--- config.mk ---
export PLATFORM = sky130hd
export DESIGN_NAME = alu_reservation_station
export DESIGN_NICKNAME = d
export VERILOG_FILES = /design/src/rtl/core_types_pkg.sv /design/src/rtl/alu_rs_oldest_ready_select.sv /design/src/rtl/alu_reservation_station.sv
export SDC_FILE = /design/constraint.sdc
export NUM_CORES = 1
export LEC_CHECK = 0
export ABC_AREA = 0
export ABC_CLOCK_PERIOD_IN_PS = 4800
export BUFFER_PORTS_ARGS = -buffer_cell sky130_fd_sc_hd__buf_2
export CAP_MARGIN = 10
export CORE_AREA = 2 2 139 195
export DETAILED_ROUTE_END_ITERATION = 16
export DIE_AREA = 0 0 141 197
export PLACE_DENSITY_LB_ADDON = 0.12
export RECOVER_POWER = 50
export SYNTH_ARGS = -nofsm -noshare
export SYNTH_HDL_FRONTEND = slang
export SYNTH_SLANG_ARGS = --single-unit
--- constraint.sdc ---
create_clock -name CLK -period 4.8 [get_ports CLK]
set_input_delay 0 -clock CLK [delete_from_list [all_inputs] [get_ports CLK]]
set_output_delay 0 -clock CLK [all_outputs]
set_load 0.005 [all_outputs]
--- src/rtl/core_types_pkg.sv ---
// Shared dispatch-unit types: physical register tags, ROB indices and the
// ALU reservation station entry layout.
package core_types_pkg;

    localparam int PHYS_REG_TAG_W             = 6;
    localparam int ROB_INDEX_W                = 6;
    localparam int ALU_RS_NUM_ENTRIES_DEFAULT = 4;

    typedef logic [PHYS_REG_TAG_W-1:0] phys_reg_tag_t;
    typedef logic [ROB_INDEX_W-1:0]    rob_index_t;

    typedef struct packed {
        logic          valid;
        logic [3:0]    op;
        logic [15:0]   imm;
        phys_reg_tag_t source_0_tag;
        phys_reg_tag_t source_1_tag;
        logic          source_0_ready;
        logic          source_1_ready;
        phys_reg_tag_t dest_tag;
        rob_index_t    rob_index;
    } alu_rs_entry_t;

    // True when any valid complete bus broadcasts this tag.
    function automatic logic tag_hit(
        input phys_reg_tag_t tag,
        input logic [2:0]    bus_valid,
        input phys_reg_tag_t bus_0_tag,
        input phys_reg_tag_t bus_1_tag,
        input phys_reg_tag_t bus_2_tag
    );
        return (bus_valid[0] && bus_0_tag == tag) ||
               (bus_valid[1] && bus_1_tag == tag) ||
               (bus_valid[2] && bus_2_tag == tag);
    endfunction

endpackage

--- src/rtl/alu_rs_oldest_ready_select.sv ---
// Priority encoder: reports whether any bit of ready_vec is set and the
// lowest set index (slot 0 is the oldest entry).
module alu_rs_oldest_ready_select #(
    parameter int NUM_ENTRIES = 4,
    parameter int IDX_W       = $clog2(NUM_ENTRIES)
) (
    input  logic [NUM_ENTRIES-1:0] ready_vec,
    output logic                   found,
    output logic [IDX_W-1:0]       index
);

    // NOTE: defaults first so every path assigns both outputs and no latch is inferred.
    always_comb begin
        found = 1'b0;
        index = '0;
        for (int i = NUM_ENTRIES - 1; i >= 0; i--) begin
            if (ready_vec[i]) begin
                found = 1'b1;
                index = IDX_W'(i);
            end
        end
    end

endmodule

--- src/rtl/alu_reservation_station.sv ---
// Age-ordered ALU reservation station with complete-bus wakeup and oldest-ready issue.
// Optional macro ALU_RS_SAME_CYCLE_WAKEUP_EN lets select see this cycle's bus matches.
module alu_reservation_station
    import core_types_pkg::*;
#(
    parameter int ALU_RS_NUM_ENTRIES = ALU_RS_NUM_ENTRIES_DEFAULT
) (
    input  logic          CLK,
    input  logic          nRST,
    output logic          DUT_error,
    input  logic          dispatch_valid,
    output logic          dispatch_ready,
    input  logic [3:0]    dispatch_op,
    input  logic [15:0]   dispatch_imm,
    input  phys_reg_tag_t dispatch_source_0_phys_reg_tag,
    input  logic          dispatch_source_0_ready,
    input  phys_reg_tag_t dispatch_source_1_phys_reg_tag,
    input  logic          dispatch_source_1_ready,
    input  phys_reg_tag_t dispatch_dest_phys_reg_tag,
    input  rob_index_t    dispatch_rob_index,
    input  logic          complete_bus_0_valid,
    input  phys_reg_tag_t complete_bus_0_dest_phys_reg_tag,
    input  logic          complete_bus_1_valid,
    input  phys_reg_tag_t complete_bus_1_dest_phys_reg_tag,
    input  logic          complete_bus_2_valid,
    input  phys_reg_tag_t complete_bus_2_dest_phys_reg_tag,
    output logic          issue_valid,
    input  logic          issue_ready,
    output logic [3:0]    issue_op,
    output logic [15:0]   issue_imm,
    output phys_reg_tag_t issue_source_0_phys_reg_tag,
    output phys_reg_tag_t issue_source_1_phys_reg_tag,
    output phys_reg_tag_t issue_dest_phys_reg_tag,
    output rob_index_t    issue_rob_index,
    input  logic          flush
);

    localparam int N     = ALU_RS_NUM_ENTRIES;
    localparam int IDX_W = $clog2(N);
    localparam int CNT_W = $clog2(N + 1);

    alu_rs_entry_t entries      [N];
    alu_rs_entry_t entries_next [N];
    alu_rs_entry_t entries_ext  [N+1];
    logic [CNT_W-1:0] count, count_next, count_after_issue;
    logic             error_next;

    logic [N-1:0]     ready_vec;
    logic             sel_found;
    logic [IDX_W-1:0] sel_idx;
    logic             issue_fire, dispatch_fire;
    logic [2:0]       bus_valid;
    alu_rs_entry_t    new_entry, shifted;

    assign bus_valid      = {complete_bus_2_valid, complete_bus_1_valid, complete_bus_0_valid};
    assign dispatch_ready = count < CNT_W'(N);
    assign dispatch_fire  = dispatch_valid & dispatch_ready;
    assign issue_valid    = sel_found;
    assign issue_fire     = sel_found & issue_ready;

    always_comb begin
        ready_vec = '0;
        for (int i = 0; i < N; i++) begin
`ifdef ALU_RS_SAME_CYCLE_WAKEUP_EN
            ready_vec[i] = entries[i].valid &
                (entries[i].source_0_ready | tag_hit(entries[i].source_0_tag, bus_valid,
                    complete_bus_0_dest_phys_reg_tag, complete_bus_1_dest_phys_reg_tag,
                    complete_bus_2_dest_phys_reg_tag)) &
                (entries[i].source_1_ready | tag_hit(entries[i].source_1_tag, bus_valid,
                    complete_bus_0_dest_phys_reg_tag, complete_bus_1_dest_phys_reg_tag,
                    complete_bus_2_dest_phys_reg_tag));
`else
            ready_vec[i] = entries[i].valid & entries[i].source_0_ready & entries[i].source_1_ready;
`endif
        end
    end

    alu_rs_oldest_ready_select #(
        .NUM_ENTRIES (N),
        .IDX_W       (IDX_W)
    ) u_select (
        .ready_vec (ready_vec),
        .found     (sel_found),
        .index     (sel_idx)
    );

    // Payload is zero whenever nothing is presented.
    always_comb begin
        issue_op                    = '0;
        issue_imm                   = '0;
        issue_source_0_phys_reg_tag = '0;
        issue_source_1_phys_reg_tag = '0;
        issue_dest_phys_reg_tag     = '0;
        issue_rob_index             = '0;
        for (int i = 0; i < N; i++) begin
            if (sel_found && IDX_W'(i) == sel_idx) begin
                issue_op                    = entries[i].op;
                issue_imm                   = entries[i].imm;
                issue_source_0_phys_reg_tag = entries[i].source_0_tag;
                issue_source_1_phys_reg_tag = entries[i].source_1_tag;
                issue_dest_phys_reg_tag     = entries[i].dest_tag;
                issue_rob_index             = entries[i].rob_index;
            end
        end
    end

    always_comb begin
        for (int i = 0; i < N; i++) entries_ext[i] = entries[i];
        entries_ext[N] = '0;

        new_entry                = '0;
        new_entry.valid          = 1'b1;
        new_entry.op             = dispatch_op;
        new_entry.imm            = dispatch_imm;
        new_entry.source_0_tag   = dispatch_source_0_phys_reg_tag;
        new_entry.source_1_tag   = dispatch_source_1_phys_reg_tag;
        new_entry.dest_tag       = dispatch_dest_phys_reg_tag;
        new_entry.rob_index      = dispatch_rob_index;
        new_entry.source_0_ready = dispatch_source_0_ready | tag_hit(dispatch_source_0_phys_reg_tag,
            bus_valid, complete_bus_0_dest_phys_reg_tag, complete_bus_1_dest_phys_reg_tag,
            complete_bus_2_dest_phys_reg_tag);
        new_entry.source_1_ready = dispatch_source_1_ready | tag_hit(dispatch_source_1_phys_reg_tag,
            bus_valid, complete_bus_0_dest_phys_reg_tag, complete_bus_1_dest_phys_reg_tag,
            complete_bus_2_dest_phys_reg_tag);

        count_after_issue = count - CNT_W'(issue_fire);
        count_next        = count_after_issue + CNT_W'(dispatch_fire);
        shifted           = '0;

        // Compact over the issued slot, then apply wakeup to the (possibly shifted) copy.
        for (int i = 0; i < N; i++) begin
            shifted = (issue_fire && i >= int'(sel_idx)) ? entries_ext[i+1] : entries_ext[i];
            shifted.source_0_ready = shifted.source_0_ready | tag_hit(shifted.source_0_tag,
                bus_valid, complete_bus_0_dest_phys_reg_tag, complete_bus_1_dest_phys_reg_tag,
                complete_bus_2_dest_phys_reg_tag);
            shifted.source_1_ready = shifted.source_1_ready | tag_hit(shifted.source_1_tag,
                bus_valid, complete_bus_0_dest_phys_reg_tag, complete_bus_1_dest_phys_reg_tag,
                complete_bus_2_dest_phys_reg_tag);
            entries_next[i] = shifted;
            if (dispatch_fire && CNT_W'(i) == count_after_issue) entries_next[i] = new_entry;
        end

        error_next = (dispatch_valid & ~dispatch_ready & ~flush) | (issue_fire & (count == '0));

        if (flush) begin
            for (int i = 0; i < N; i++) entries_next[i].valid = 1'b0;
            count_next = '0;
        end
    end

    // NOTE: the entry array is small and its contents drive issue payload, so it is
    // reset in full; a non-reset storage array would leave X on the outputs.
    always_ff @(posedge CLK or negedge nRST) begin
        if (!nRST) begin
            for (int i = 0; i < N; i++) entries[i] <= '0;
            count     <= '0;
            DUT_error <= 1'b0;
        end else begin
            for (int i = 0; i < N; i++) entries[i] <= entries_next[i];
            count     <= count_next;
            DUT_error <= error_next;
        end
    end

endmodule

# After elaboration in Yosys (flattened, before gate mapping)

Index checks and enable logic that the tools add are counted.

Logic and storage cells: 223
Bits of input ports: 72
Register bits: 192
Output and inout port bits: 47

Bitwise operators: 26
Order comparisons: 4
Add/subtract/negate cells: 2
Reductions and logical operators: 72
Muxes and demuxes: 45
Eq/ne operators: 36

Operators with widths:

| kind                                                                               | count |
|---|---|
| 47-bit two-way mux                                                                 | 8 |
| 6-bit == test                                                                      | 30 |
| 6-bit two-way mux                                                                  | 16 |
| 16-bit two-way mux                                                                 | 4 |
| 1-bit logical AND                                                                  | 41 |
| 1-bit logical OR                                                                   | 20 |
| 4-bit two-way mux                                                                  | 4 |
| 1-bit bitwise AND                                                                  | 13 |
| 3-bit nonzero test                                                                 | 4 |
| 1-bit OR                                                                           | 11 |
| 1-bit two-way mux                                                                  | 8 |
| 2-bit two-way mux                                                                  | 4 |
| 2-bit nonzero test                                                                 | 4 |
| 2-bit by 3-bit == test with 1-bit output, first input constant                     | 2 |
| 3-bit logical NOT                                                                  | 2 |
| 2-bit == test, first input constant                                                | 2 |
| 1-bit by 2-bit greater-or-equal comparator with 1-bit output, first input constant | 2 |
| 3-bit by 1-bit adder with 3-bit output                                             | 1 |
| 1-bit by 3-bit == test with 1-bit output, first input constant                     | 1 |
| 3-bit less-than comparator, second input constant                                  | 1 |
| 3-bit two-way mux                                                                  | 1 |
| 3-bit by 1-bit subtractor with 3-bit output                                        | 1 |
| 1-bit by 2-bit == test with 1-bit output, first input constant                     | 1 |
| 2-bit greater-or-equal comparator, first input constant                            | 1 |
| 2 further kinds                                                                    | 3 |

# Logic depth before layout (Yosys ltp)

Depth in word-level cells: 16
Depth in mapped cells: 13
Depth with buffers taken out: 10

# Modules after synthesis

Synthesis repeated with hierarchy kept, for this count alone.

Cell total of the unflattened synthesis: 1638
Area, all modules: 13121.3 sq um

By module, submodules not included:

| module                     | area each (sq um) | cells an instance | times used | seq. area each (sq um) |
|---|---|---|---|---|
| alu_reservation_station    | 13086.3           | 1631              | 1          | 4804.6 |
| alu_rs_oldest_ready_select | 35.0              | 7                 | 1          | 0.0 |

# Least setup slack after synthesis

Ideal clock, no wire load.

Path kind: register to register
Start: register entries[106] (netlist name)
End: register entries[63] (netlist name)
Clock period less this slack: 2994 ps
Library setup time: 137 ps
Slack: 1806 ps
Path buffers: 4
Data required time: 4663 ps
Arrival time: 2857 ps
Stages on the path, launching flop included: 13
Cells stage by stage: dfrtp_1 > and3_1 > buf_6 > o41ai_2 > inv_2 > clkbuf_1 > ha_1 > ha_1 > inv_1 > nand3_1 > clkbuf_1 > clkbuf_1 > a21oi_1

==> metrics.txt <==
CTS tree=done; area delta synth->final=12.9%; Synth area leader=dfrtp_1; final period utilization=0.794; Pleak=6.28 nW; WS Path Type=register to register; Main synth FF type=dfrtp_1; Finish-stage setup viols=0; PwrDens=619 nW/um^2; Buf/Inv on CP=2; Seq/Total Area, Yosys=0.375; CP startpoint kind=register; post-DP HPWL=29,600 um; Via density=6.34; ant diodes=0; yosys warns=0; Distinct cells, synth=62; largest net degree at the start of global routing=102; PortBufs=118; Mean Syn Cell Area=7.54 um^2; Avg WL per Cell=23.1 um; failing checks=capacitance limit, slew limit; Hold WS=100 ps; worst vdd ir=0.335 mV; htree depth=4; RSZ-0062 raised after global routing=no; Post-CTS Setup Bufs=0; final total power=8.96 mW; final core occ=0.557; syn nets=1,778; layout cell share with drive strength beyond 1=0.105; Setup WS post-layout=988 ps; vias=13,167; layout net count=1,817; Initial Utilization=0.493; Residual DRC=0; most frequent cells in the layout=nand2_1, nor2_1, dfrtp_1; Die H=197 um; Final Hold Viols=0; CTS buffer count=17; crit path max fanout=16; Worst EP required=5060 ps; Slowest cell on crit path=nor3_1; cell area after layout=14,500 um^2; initial DRC count=1,294; routability cong.=0.955; setup TNS=0 ps; first-pass GRT wire length=73,900 um; Area after DPL=13,400 um^2; Area contributors post-synth=dfrtp_1, nand2_1, nor2_1; asr flop ratio synth=1.00; Fmax=262 MHz; crit path time final=3810 ps; # rows=70; WP data arrival=4070 ps; GRT Util Overall=0.345; Syn Inst Count=1,702; antenna-violating nets left=0; Max-Cap Viols=1; CP max stage delay=830 ps; total grt overflow=0; #FFs+latches synth=192; status=finished with violations; CTS Root Cell=clkbuf_16; Synth top area share=0.375; pre-CTS WS=1410 ps; Post-Syn Area=12,800 um^2; 1st-pass router iterations=6; I/O pins=119; most common cell after layout, fill and taps aside=nand2_1; antenna violations before repair=0; Die Width=141 um; CP Capture Type=register; fillcell total=2,513; vias in the first global route=12,675; Max Transition Viols Final=92; Worst-Margin Slew=2620 ps; Skew-Pair Late Insertion Delay=440 ps; Clk pin slew, worst setup/hold paths=70 ps; Final Skew=12.3 ps; Core ar.=26,000 um^2; Non-Filler Instances=2,078; Cells after DPL=1,997; Clock Sinks=192; headroom to the max-slew limit=-0.743; Post-synth EDFFs=0; final wirelength=47,900 um; crit path cell chain=and3_1 > o41ai_1 > inv_1 > ha_1 > ha_1 > inv_1 > nor3_1 > a22oi_1; HP Class=input port to register; Die ar.=27,800 um^2; CTS Buffer Depth=2; Crit path max-delay family=simple AND/OR/NAND/NOR gates
path summary, 6_finish.rpt:
| path | startpoint | end | slack (ps) | cells after the start |
|---|---|---|---|---|
| setup / recovery | entries[46] | entries[106] | 990 | 8 |
| hold / removal | complete_bus_2_valid | entries[153] | 100 | 3 |
| setup reg to reg | entries[46] | entries[106] | 990 | 8 |
| hold reg to reg | entries[141] | entries[141] | 550 | 2 |
| max in group asynchronous | nRST | entries[116] | 2350 | 2 |
| min in group asynchronous | nRST | entries[63] | 880 | 2 |
registers in the layout (all words and copies together) (netlist names):
register and cells:
DUT_error 1, entries 188, count 3
synthesized netlist by cell type, types with 7 or more instances:
library cell,number
xnor2_1,78
o31ai_1,8
buf_2,19
a21oi_1,105
o22ai_1,13
buf_1,26
dfrtp_1,192
nor2_1,238
clkbuf_1,117
a31oi_1,119
nor4_1,23
xor2_1,51
nor3_1,22
o21ai_0,70
inv_1,34
nand3_1,17
mux2i_1,26
nand4_1,17
nand2b_1,10
a2111oi_0,8
a22oi_1,7
a221oi_1,54
nand2_1,353
o221ai_1,7
layout make-up:
type	count	area [um^2]	share of cell area
Inverter	40	150	0.0104
Multi-Input combinational cell	1302	7240	0.500
Timing Repair Buffer	188	1280	0.0881
Clock inverter	10	124	0.00855
Sequential cell	192	4800	0.332
Clock buffer	22	484	0.0334
Tap cell	324	405	0.0280
per-layer routing:
metal | track usage | share of wire
met1 | 0.425 | 0.39
met2 | 0.578 | 0.48
met3 | 0.0612 | 0.080
met4 | 0.183 | 0.054
met5 | 0 | 0
power by group:
part           total [mW]  switching (mW)  internal (mW)  leakage, nW
combinational        4.23            2.59           1.64         3.66
clock                1.50           0.672          0.831        0.294
sequential           3.23           0.839           2.39         2.32
total                8.96            4.10           4.87         6.28
cells by family (layout without fill, tap and decap cells):
kind of cell | Yosys count | count (layout) | synth area share
AOI/OAI and AO/OA | 439 | 439 | 0.222
adders and majority gates | 4 | 4 | 0.00390
muxes | 26 | 26 | 0.0203
DFF | 192 | 192 | 0.375
xor gates and xnor gates | 129 | 129 | 0.0881
buffers and inverters | 208 | 260 | 0.0650
and+or+nand+nor | 704 | 704 | 0.226
what timing repair did:
item / in CTS / in global routing
hold buffers: 49 / 0
resized for setup: 0 / 0
endpoints found under the hold margin: 276 / 0
tightest hold or removal path: stages:
cell,delay [ps]
buf_2,230
nand4_1,130
a41oi_1,120
(Power assumes the default switching activity.)
